--- config.mk ---
export PLATFORM = sky130hd
export DESIGN_NAME = temp_data_ctrl
export DESIGN_NICKNAME = d
export VERILOG_FILES = /design/src/rtl/temp_data_ctrl_pkg.sv /design/src/rtl/temp_data_ctrl_uart_tx.sv /design/src/rtl/temp_data_ctrl.sv
export SDC_FILE = /design/constraint.sdc
export NUM_CORES = 1
export LEC_CHECK = 0
export CORE_MARGIN = 2
export CORE_UTILIZATION = 51
export CTS_BUF_LIST = sky130_fd_sc_hd__clkbuf_4 sky130_fd_sc_hd__clkbuf_8 sky130_fd_sc_hd__clkbuf_16
export DETAILED_ROUTE_END_ITERATION = 10
export PLACE_DENSITY = 0.69
export SLEW_MARGIN = 0
export SYNTH_ARGS = -nofsm -noshare
export SYNTH_HDL_FRONTEND = slang
export SYNTH_SLANG_ARGS = --single-unit
--- constraint.sdc ---
create_clock -name clk -period 2.75 [get_ports clk]
set_clock_uncertainty 0.1 [all_clocks]
set_input_delay 0.55 -clock clk [delete_from_list [all_inputs] [get_ports clk]]
set_output_delay 0.55 -clock clk [all_outputs]
set_load 0.005 [all_outputs]
--- src/rtl/temp_data_ctrl_pkg.sv ---
// -----------------------------------------------------------------------------
// temp_data_ctrl_pkg
//   Shared definitions for the temperature reporter:
//     - ASCII byte constants used to build the report frame
//     - state_t : reporter FSM states (IDLE, CONV, SEND)
//     - FRAME_LEN : bytes per frame; 13 when DATA_CTRL_UNIT_EN is defined
//       (trailing 'C' unit byte sent), 12 otherwise
//     - digit_ascii() : BCD digit to ASCII character
// -----------------------------------------------------------------------------
package temp_data_ctrl_pkg;

   localparam logic [7:0] ASCII_PLUS  = 8'h2B;
   localparam logic [7:0] ASCII_MINUS = 8'h2D;
   localparam logic [7:0] ASCII_DOT   = 8'h2E;
   localparam logic [7:0] ASCII_C     = 8'h43;
   localparam logic [7:0] ASCII_CR    = 8'h0D;
   localparam logic [7:0] ASCII_LF    = 8'h0A;
   localparam logic [7:0] ASCII_ZERO  = 8'h30;

   typedef enum logic [1:0] {
      IDLE,
      CONV,
      SEND
   } state_t;

`ifdef DATA_CTRL_UNIT_EN
   localparam int unsigned FRAME_LEN = 13;
`else
   localparam int unsigned FRAME_LEN = 12;
`endif

   function automatic logic [7:0] digit_ascii(input logic [3:0] d);
      return ASCII_ZERO + {4'h0, d};
   endfunction

endpackage

--- src/rtl/temp_data_ctrl_uart_tx.sv ---
// -----------------------------------------------------------------------------
// uart_tx_byte
//   8N1 UART transmitter, LSB first, BAUD_DIV = CLK_FREQ/BAUD clocks per bit.
//   Ports:
//     clk      : system clock
//     rst_n    : synchronous active-low reset (tx forced high)
//     tx_data  : byte to send, captured with tx_start
//     tx_start : 1-cycle request, accepted only while tx_idle = 1
//     tx       : serial line, idle high
//     tx_idle  : transmitter ready for a new byte
//     tx_done  : 1-cycle pulse at the end of the stop bit
// -----------------------------------------------------------------------------
module uart_tx_byte
   import temp_data_ctrl_pkg::*;
#(
   parameter int CLK_FREQ = 50_000_000,
   parameter int BAUD     = 115_200
) (
   input  logic       clk,
   input  logic       rst_n,
   input  logic [7:0] tx_data,
   input  logic       tx_start,
   output logic       tx,
   output logic       tx_idle,
   output logic       tx_done
);

   localparam int BAUD_DIV = CLK_FREQ / BAUD;
   localparam int BW       = (BAUD_DIV > 1) ? $clog2(BAUD_DIV) : 1;
   localparam logic [BW-1:0] BIT_END = BW'(BAUD_DIV - 1);

   logic          r_busy;
   logic [BW-1:0] r_baud;
   logic [3:0]    r_bit;    // 0 = start, 1..8 = data, 9 = stop
   logic [8:0]    r_shift;  // remaining data bits with the stop bit behind them
   logic          r_tx;
   logic          r_done;

   always_ff @(posedge clk) begin
      if (!rst_n) begin
         r_busy  <= 1'b0;
         r_baud  <= '0;
         r_bit   <= '0;
         r_shift <= '1;
         r_tx    <= 1'b1;
         r_done  <= 1'b0;
      end else begin
         r_done <= 1'b0;
         if (!r_busy) begin
            if (tx_start) begin
               r_busy  <= 1'b1;
               r_baud  <= '0;
               r_bit   <= '0;
               r_shift <= {1'b1, tx_data};
               r_tx    <= 1'b0;
            end
         end else if (r_baud == BIT_END) begin
            r_baud <= '0;
            if (r_bit == 4'd9) begin
               r_busy <= 1'b0;
               r_done <= 1'b1;
            end else begin
               r_bit   <= r_bit + 4'd1;
               r_tx    <= r_shift[0];
               r_shift <= {1'b1, r_shift[8:1]};
            end
         end else begin
            r_baud <= r_baud + BW'(1);
         end
      end
   end

   assign tx      = r_tx;
   assign tx_idle = ~r_busy;
   assign tx_done = r_done;

endmodule

--- src/rtl/temp_data_ctrl.sv ---
// -----------------------------------------------------------------------------
// temp_data_ctrl
//   Periodic temperature reporter. Every TIME_1s+1 clocks it latches
//   temp_data, converts the 24-bit magnitude to 8 BCD digits by sequential
//   double-dabble and sends "+dddd.dddd[C]\r\n" over an 8N1 UART.
//   Build option: DATA_CTRL_UNIT_EN adds the 'C' unit byte (13-byte frame).
//   Ports:
//     clk       : system clock
//     rst_n     : synchronous active-low reset
//     temp_data : [24] sign (1 = negative), [23:0] magnitude in 0.0001 degC
//     tx        : UART serial output, idle high
// -----------------------------------------------------------------------------
module temp_data_ctrl
   import temp_data_ctrl_pkg::*;
#(
   parameter int TIME_1s  = 49_999_999,
   parameter int CLK_FREQ = 50_000_000,
   parameter int BAUD     = 115_200
) (
   input  logic        clk,
   input  logic        rst_n,
   input  logic [24:0] temp_data,
   output logic        tx
);

   localparam int TW = (TIME_1s > 0) ? $clog2(TIME_1s + 1) : 1;
   localparam logic [TW-1:0] T_END   = TW'(TIME_1s);
   localparam logic [3:0]    IDX_END = 4'(FRAME_LEN - 1);

   logic [TW-1:0] r_timer;
   logic          w_tick;

   state_t        r_state;
   logic          r_sign;
   logic [23:0]   r_bin;
   logic [31:0]   r_bcd;
   logic [4:0]    r_iter;
   logic [3:0]    r_idx;
   logic          r_wait;
   logic          r_tx_start;
   logic [7:0]    r_tx_byte;

   logic [31:0]   w_bcd_adj;
   logic [7:0]    w_cur_byte;
   logic [7:0]    w_next_byte;
   logic          w_tx_idle;
   logic          w_tx_done;

   function automatic logic [7:0] frame_byte(input logic [3:0] idx, input logic sign,
                                             input logic [31:0] bcd);
      case (idx)
         4'd0:    return sign ? ASCII_MINUS : ASCII_PLUS;
         4'd1:    return digit_ascii(bcd[31:28]);
         4'd2:    return digit_ascii(bcd[27:24]);
         4'd3:    return digit_ascii(bcd[23:20]);
         4'd4:    return digit_ascii(bcd[19:16]);
         4'd5:    return ASCII_DOT;
         4'd6:    return digit_ascii(bcd[15:12]);
         4'd7:    return digit_ascii(bcd[11:8]);
         4'd8:    return digit_ascii(bcd[7:4]);
         4'd9:    return digit_ascii(bcd[3:0]);
`ifdef DATA_CTRL_UNIT_EN
         4'd10:   return ASCII_C;
         4'd11:   return ASCII_CR;
`else
         4'd10:   return ASCII_CR;
`endif
         default: return ASCII_LF;
      endcase
   endfunction

   assign w_tick = (r_timer == T_END);

   always_ff @(posedge clk) begin
      if (!rst_n)      r_timer <= '0;
      else if (w_tick) r_timer <= '0;
      else             r_timer <= r_timer + TW'(1);
   end

   // Double-dabble pre-shift correction: any digit >= 5 gets +3.
   always_comb begin
      w_bcd_adj = r_bcd;
      for (int unsigned i = 0; i < 8; i++) begin
         if (r_bcd[4*i +: 4] >= 4'd5) w_bcd_adj[4*i +: 4] = r_bcd[4*i +: 4] + 4'd3;
      end
   end

   assign w_cur_byte  = frame_byte(r_idx, r_sign, r_bcd);
   assign w_next_byte = frame_byte(r_idx + 4'd1, r_sign, r_bcd);

   always_ff @(posedge clk) begin
      if (!rst_n) begin
         r_state    <= IDLE;
         r_sign     <= 1'b0;
         r_bin      <= '0;
         r_bcd      <= '0;
         r_iter     <= '0;
         r_idx      <= '0;
         r_wait     <= 1'b0;
         r_tx_start <= 1'b0;
         r_tx_byte  <= '0;
      end else begin
         r_tx_start <= 1'b0;
         case (r_state)
            IDLE: begin
               if (w_tick) begin
                  r_sign  <= temp_data[24];
                  r_bin   <= temp_data[23:0];
                  r_bcd   <= '0;
                  r_iter  <= '0;
                  r_state <= CONV;
               end
            end
            CONV: begin
               r_bcd  <= (w_bcd_adj << 1) | {31'd0, r_bin[23]};
               r_bin  <= {r_bin[22:0], 1'b0};
               r_iter <= r_iter + 5'd1;
               if (r_iter == 5'd23) begin
                  r_state <= SEND;
                  r_idx   <= '0;
                  r_wait  <= 1'b0;
               end
            end
            SEND: begin
               if (!r_wait) begin
                  if (w_tx_idle) begin
                     r_tx_start <= 1'b1;
                     r_tx_byte  <= w_cur_byte;
                     r_wait     <= 1'b1;
                  end
               end else if (w_tx_done) begin
                  // Next byte is launched straight from tx_done to keep the gap short.
                  if (r_idx == IDX_END) begin
                     r_state <= IDLE;
                     r_idx   <= '0;
                     r_wait  <= 1'b0;
                  end else begin
                     r_idx      <= r_idx + 4'd1;
                     r_tx_start <= 1'b1;
                     r_tx_byte  <= w_next_byte;
                  end
               end
            end
            default: r_state <= IDLE;
         endcase
      end
   end

   uart_tx_byte #(
      .CLK_FREQ (CLK_FREQ),
      .BAUD     (BAUD)
   ) u_uart (
      .clk      (clk),
      .rst_n    (rst_n),
      .tx_data  (r_tx_byte),
      .tx_start (r_tx_start),
      .tx       (tx),
      .tx_idle  (w_tx_idle),
      .tx_done  (w_tx_done)
   );

endmodule

-- After elaboration in Yosys (flattened, before gate mapping)
Index checks and enable logic that the tools add are counted.
- register bits after elaboration: 129
- output and inout bits: 1
- logic and storage cells: 160
- add/subtract/negate cells: 21
- $lt $le $gt $ge: 8
- equal/unequal tests: 37
- muxes and demuxes: 60
- bitwise logic cells: 2
- reduce and logical (&&, ||, !) cells: 16
- operators by type and width (operator ; number):
    $pmux W7 S11 ; 2
    $pmux W32 S2 ; 1
    $mux W9 ; 7
    $mux W4 ; 15
    $add A6 B4 Y7 const A ; 8
    $pmux W24 S2 ; 1
    $eq A4 B3 Y1 const B ; 8
    $eq A4 B4 Y1 const B ; 8
    $ge A4 B3 Y1 const B ; 8
    $mux W32 ; 1
    $mux W8 ; 4
    $or A32 B1 Y32 ; 1
    $add A4 B2 Y4 const B ; 7
    $add A26 B1 Y26 const B ; 1
    $eq A26 B26 Y1 const B ; 1
    $mux W24 ; 1
    $eq A4 B2 Y1 const B ; 4
    $mux W1 ; 16
    $ne A2 B2 Y1 const B ; 8
    $mux W2 ; 5
    $pmux W5 S2 ; 1
    $add A9 B1 Y9 const B ; 1
    $eq A9 B9 Y1 const B ; 1
    $add A4 B1 Y4 const B ; 2
    21 further kinds ; 32

-- Depth between registers and ports, before layout
Gate-level depths: netlist of run 1.
- depth in word-level cells: 6
- gate-level depth with buffers: 9

-- Hierarchy
Synthesis of run 1 repeated with hierarchy kept, for this count alone.
- cells, all modules: 812
- area total of the unflattened synthesis: 6804.0 µm²
- modules (own cells, without submodules) (module ; times used ; cells each ; area each (µm²)):
    temp_data_ctrl ; 1 ; 681 ; 5671.7
    uart_tx_byte ; 1 ; 131 ; 1132.3

-- Worst setup path after synthesis of run 1
OpenSTA, ideal clock, no wires.
- path type: register to register
- start point: reg r_timer[17]
- end point: reg r_bcd[22]
- setup time: 0.117 ns
- data arrival time: 2.186 ns
- required time: 2.533 ns
- slack: 0.348 ns
- cell stages (with the launch flop): 8
- clock period less this slack: 2.402 ns
- cell sequence: dfxtp_1 nand4bb_1 or4_1 or4_4 a21oi_4 nor2_1 buf_2 a22o_1
- word-level cells in the longest chain between the ends: 3
- RTL lines (element ; RTL line ; text):
    start: declaration ; temp_data_ctrl.sv:30 ; logic [TW-1:0] r_timer;
    start signal: assignment ; temp_data_ctrl.sv:77 ; else r_timer <= r_timer + TW'(1);
    $eq A26 B26 Y1 ; temp_data_ctrl.sv:72 ; assign w_tick = (r_timer == T_END);
    $ne A2 B2 Y1 (no source line) ; - ;
    $reduce_and A2 Y1 (no source line) ; - ;
    end signal: assignment ; temp_data_ctrl.sv:115 ; r_bcd <= (w_bcd_adj << 1) | {31'd0, r_bin[23]};
    end: declaration ; temp_data_ctrl.sv:36 ; logic [31:0] r_bcd;
Every way passes these cells.
A chain may end at the register's enable or synchronous reset.

-- Worst setup path in the final report of run 1
- start point: reg r_timer[24]
- end point: reg r_bin[4]
- word-level cells in the longest chain between the ends: 3
- RTL lines (element ; RTL line ; text):
    $eq A26 B26 Y1 ; temp_data_ctrl.sv:72 ;
    $ne A2 B2 Y1 (no source line) ; - ;
    $reduce_and A2 Y1 (no source line) ; - ;
    end signal: assignment ; temp_data_ctrl.sv:108 ; r_bin <= temp_data[23:0];
    end signal: assignment ; temp_data_ctrl.sv:116 ; r_bin <= {r_bin[22:0], 1'b0};
    end: declaration ; temp_data_ctrl.sv:35 ; logic [23:0] r_bin;
Every way passes these cells.

==> results of run 1 <==
## where the power goes
group | internal, µW | switching, µW | total [µW]
Combinational | 45.4 | 45.2 | 90.5
Sequential | 1830 | 4.57 | 1830
Clock | 1400 | 843 | 2240
## per-layer routing
metal | up-vias | GRT usage (%) | wire length [µm]
li1 | 3047 | - | -
met1 | 2948 | 30.50 | 7555
met2 | 162 | 40.72 | 7993
met3 | 41 | 6.178 | 812
met4 | 0 | 10.92 | 483
met5 | - | 0 | 0
## stage by stage
step	hold WS, ns	area, µm²	total power (µW)	utilization (%)	setup WS [ns]
2_1_floorplan	0.3258	6665	1910	-	0.3477
3_3_place_gp	0.3523	7162	1962	56.52	0.2232
3_5_place_dp	0.3600	7162	1964	56.52	0.1492
4_1_cts	0.3751	7757	4189	61.22	0.1294
5_1_grt	0.3883	7759	4276	61.23	0.02358
6_report	0.3759	7759	4163	61.23	0.1855
## registers in the layout (all words and copies together) (netlist names), 2 cells and up
| name | flops |
|---|---|
| r_timer | 26 |
| r_tx_byte | 6 |
| r_idx | 4 |
| r_state | 2 |
| r_iter | 5 |
| r_bin | 24 |
| u_uart.r_shift | 8 |
| r_bcd | 32 |
| u_uart.r_baud | 9 |
| u_uart.r_bit | 4 |
## path summary, 6_finish.rpt
path         depth (start not counted)           endpoint         startpoint  slack (ns)
max reg2reg                          7           r_bin[4]        r_timer[24]        0.19
min reg2reg                          2  u_uart.r_shift[7]  u_uart.r_shift[7]        0.38
min                                  2  u_uart.r_shift[7]  u_uart.r_shift[7]        0.38
max                                  7           r_bin[4]        r_timer[24]        0.19
## cell type report
type | count | area [µm²]
fillers | 1144 | 4912
clock buffers | 20 | 460.4
clock inverters | 12 | 135.1
inverters | 28 | 105.1
repair buffers | 51 | 475.5
well taps | 172 | 215.2
flip-flops and latches | 126 | 2524
multi-input cells | 624 | 3844
## cell usage in the layout, fill, tap and decap left out, types with 3 or more instances in the layout
cell type,count
buf_4,22
inv_6,3
a222oi_1,3
a22o_1,11
clkbuf_16,17
o32ai_1,14
xor2_1,21
clkdlybuf4s50_1,27
nor3_1,21
o311ai_0,3
and2_1,5
nor3b_1,10
nand3_1,35
a31oi_1,11
a21o_1,3
a21oi_1,57
a211oi_1,8
nand2_1,97
nor4_1,3
o21ai_0,50
mux2i_1,9
ha_1,28
a311oi_1,25
a221oi_1,8
nor2b_1,3
dfxtp_1,125
nor2_1,88
a22oi_1,7
and3_1,16
inv_1,27
nand4_1,6
o22ai_1,4
or3_1,4
xnor2_1,19
clkinvlp_4,4
nand2b_1,13
o211ai_1,12
## logic make-up after synthesis
| logic type | share of synthesized area (%) |
|---|---|
| buffers and inverters | 4.524 |
| DFF | 37.84 |
| muxes | 1.352 |
| AOI/OAI and AO/OA | 23.54 |
| and+or+nand+nor | 22.23 |
| adders and majority gates | 5.256 |
| xor gates and xnor gates | 5.256 |
## critical path: stages, from the launching register on
cell and delay [ns]:
dfxtp_1 0.32, nand4bb_1 0.18, or4_1 0.49, or4_4 0.56
a21oi_4 0.21, buf_12 0.26, nor2_1 0.07, a311oi_1 0.25
==> impl_metrics.tcl, run 1 <==
set metrics [dict create \
    gp_congestion 0.8854 \
    timing.fmax_ghz 0.3899 \
    power.density_nw_per_um2 536.6 \
    ys_seq_area_share_pct 37.84 \
    port_buffers 27 \
    period_needed_ns 2.564 \
    vdd_drop_max_mv 0.5875 \
    ys_seq_elements 126 \
    num_antenna_cells 0 \
    layout-drive-gt1-share_pct 7.201 \
    worst_pin_slew_ns 0.9350 \
    grt_pass1_wl_mm 28.31 \
    drt_first_pass_iters 5 \
    finalNetCount 903 \
    cp_max_fo 60 \
    leakage_uw 0.002741 \
    initial_core_util_pct 52.60 \
    setup_viol 0 \
    core_region_area_um2 12670 \
    critPathArrivalTime_ns 2.79 \
    stdcell_count 1033 \
    synthesis.nets 884 \
    period_share_pct 93.25 \
    wire_per_inst_um 16.31 \
    slew_violations 0 \
    numCtsBuffers 17 \
    cts_buffer_depth 2 \
    maxSlewHeadroom_pct 37.44 \
    vias 6198 \
    synth_top_area_cell "dfxtp_1" \
    synth_async_sr_flop_share_pct 0 \
    wl_mm 16.85 \
    yosys_warnings 0 \
    die_y_um 118.3 \
    outcome "complete, no violations" \
    final_hold_viol_count 0 \
    via_per_inst 6.000 \
    die-width_um 118.3 \
    required_ns 2.98 \
    rsz0062_at_grt "no" \
    crit_type "reg -> reg" \
    overflow 0 \
    final.setup.tns_ns 0 \
    hp-class "reg -> reg" \
    postCtsHoldBufs 0 \
    drt-initial-drc-count 435 \
    synth-edff-count 0 \
    crit_path_start_kind "flip-flop" \
    antenna_found_initial 0 \
    netlist_top_cells_count "dfxtp_1, nand2_1, nor2_1, a21oi_1, o21ai_0" \
    cts_setup_buffers 0 \
    synth_top_area_share_pct 37.84 \
    cts_sinks 126 \
    die_area_um2 14000 \
    syn_area_um2 6665 \
    hpwlAfterDp_mm 11.68 \
    row_count 41 \
    synthTopCellsByArea "dfxtp_1, nand2_1, ha_1" \
    yosysMostFrequentCell "dfxtp_1" \
    area_growth_pct 16.41 \
    path_clk_slew_ns 0.06 \
    grt_start_max_net_pins 61 \
    post-place-cells 1001 \
    ios 28 \
    track_usage_pct 24.72 \
    synth.distinct_cells 57 \
    h-tree-depth 4 \
    clk_latency_ns 0.43 \
    drv_cap 0 \
    synth_flop_cell "dfxtp_1" \
    avgSynthCellArea_um2 8.040 \
    cts_resized 0 \
    postSynthCellCount 829 \
    cp-end-kind "flip-flop" \
    ant_nets 0 \
    remaining_drc_errors 0 \
    grt_pass1_vias 5868 \
    cts_tree "yes" \
    cts_root_buffer "clkbuf_16" \
]
No activity file was read; power rests on OpenSTA's default activity.
==> run 2: changes to the inputs <==
Settings changed: CTS_CLUSTER_DIAMETER set to 150.
==> results of run 2 <==
The final DEF is identical to that of run 1; final timing and power are the same.
==> run 3: changes to the inputs <==
Settings changed: DONT_BUFFER_PORTS set to 1, PLACE_DENSITY 0.69 to 0.66.
==> impl_metrics.tcl, run 3 (synthesis results as in run 1) <==
set metrics [dict create \
    via_per_inst 6.071 \
    ant_nets 0 \
    setup_viol 0 \
    final_common_cell "dfxtp_1" \
    cts_tree "yes" \
    power.density_nw_per_um2 539.0 \
    regMostFlops "r_bcd" \
    timing.fmax_ghz 0.3809 \
    vdd_drop_max_mv 0.6315 \
    cts_buffer_depth 2 \
    core_region_area_um2 12670 \
    area_growth_pct 12.09 \
    final.setup.tns_ns 0 \
    maxSlewHeadroom_pct 46.35 \
    final_cell_mix "dfxtp_1, nand2_1, nor2_1" \
    die_area_um2 14000 \
    row_count 41 \
    dr_wl_met3_um 902 \
    vias 6113 \
    crit_path_start_kind "flip-flop" \
    top_regs "r_bcd: 32 flops, r_timer: 26 flops, r_bin: 24 flops" \
    required_ns 2.98 \
    postCtsHoldBufs 0 \
    remaining_drc_errors 0 \
    gp_congestion 0.8907 \
    hp-start "rst_n" \
    cts_sinks 126 \
    finalNetCount 876 \
    r2r-end "r_bin[17]" \
    period_share_pct 95.48 \
    period_needed_ns 2.626 \
    numCtsBuffers 17 \
    initial_core_util_pct 52.60 \
    stdcell_count 1007 \
    hold_depth 1 \
    post-place-cells 973 \
    grt_start_max_net_pins 58 \
    hpwlAfterDp_mm 11.59 \
    critPathArrivalTime_ns 2.85 \
    die-width_um 118.3 \
    overflow 0 \
    path_clk_slew_ns 0.06 \
    r2r-start "r_timer[24]" \
    port_buffers 0 \
    ios 28 \
    r2r_cells 7 \
    track_usage_pct 24.62 \
    dp_slack_ns 0.1256 \
    hp-class "in -> reg" \
    cts_resized 0 \
    grt_pass1_vias 5817 \
    fin_ws_ns 0.1243 \
    hold-path-endpoint "u_uart.r_shift[7]" \
    cts_setup_buffers 0 \
    outcome "complete, no violations" \
    wl_met2_mm 8.087 \
    drt_first_pass_iters 7 \
    leakage_uw 0.002634 \
    antenna_found_initial 1 \
    slew_violations 0 \
    wl_mm 16.72 \
    clk_latency_ns 0.42 \
    die_y_um 118.3 \
    final_hold_viol_count 0 \
    crit_type "reg -> reg" \
    drt-initial-drc-count 399 \
    cp_max_fo 29 \
    drv_cap 0 \
    grt_pass1_wl_mm 28.06 \
    m1WireLength_mm 7.304 \
    layout-drive-gt1-share_pct 7.434 \
    wire_per_inst_um 16.60 \
    rsz0062_at_grt "yes" \
    r2r_setup_slack_ns 0.12 \
    largest_reg_flops 32 \
    h-tree-depth 4 \
    cp-end-kind "flip-flop" \
    cts_root_buffer "clkbuf_16" \
    worst_pin_slew_ns 0.8019 \
    routed.top_layer "met4" \
]
-- run 3: final cells by class --
cell class	count	area, µm²
antenna	1	2.502
clock buffer	23	483.0
clock inverter	9	86.33
fill	1168	5200
inverter	28	105.1
multi-input combinational	624	3846
sequential	126	2522
tap	172	215.2
timing repair buffer	24	210.2
-- run 3: where the power goes --
| group | switching [µW] | leakage [µW] | internal (µW) |
|---|---|---|---|
| sequential | 4.60 | 0.00102 | 1830 |
| clock | 817 | 0.000281 | 1330 |
| combinational | 35.4 | 0.00134 | 11.6 |
-- run 3: worst max-delay path, cell delays in order (launching register included) --
cell and delay [ns]:
dfxtp_1 0.32, nand4bb_1 0.19, or4_1 0.49, or4_4 0.56, a21oi_4 0.33, buf_12 0.22, nor2_1 0.06, a311oi_1 0.24
-- run 3: worst max path at each step --
stage / slack [ns] / start / endpoint / depth (start not counted)
detailed placement: 0.13 / r_timer[24] / r_bin[14] / 7
floorplan: 0.35 / r_timer[17] / r_bcd[22] / 7
finish: 0.12 / r_timer[24] / r_bin[17] / 7
global placement: 0.22 / r_timer[24] / r_bin[19] / 7
global route: -0.005 / r_timer[24] / r_bin[18] / 7
CTS: 0.12 / r_timer[24] / r_bin[17] / 7
-- run 3: layer usage --
metal | global-route usage, % | vias up
met2 | 41.62 | 168
met5 | 0 | -
met4 | 10.39 | 0
li1 | - | 3011
met3 | 5.019 | 33
met1 | 30.37 | 2901
-- run 3: metrics by stage --
| stage | hold slack [ns] | utilization, % | power [µW] | instance area, µm² |
|---|---|---|---|---|
| 2_1_floorplan | 0.3258 | - | 1910 | 6665 |
| 3_3_place_gp | 0.3494 | 54.23 | 1919 | 6872 |
| 3_5_place_dp | 0.3564 | 54.23 | 1921 | 6872 |
| 4_1_cts | 0.09574 | 58.72 | 4075 | 7441 |
| 5_1_grt | 0.1086 | 58.96 | 4145 | 7471 |
| 6_report | 0.1147 | 58.96 | 4027 | 7471 |
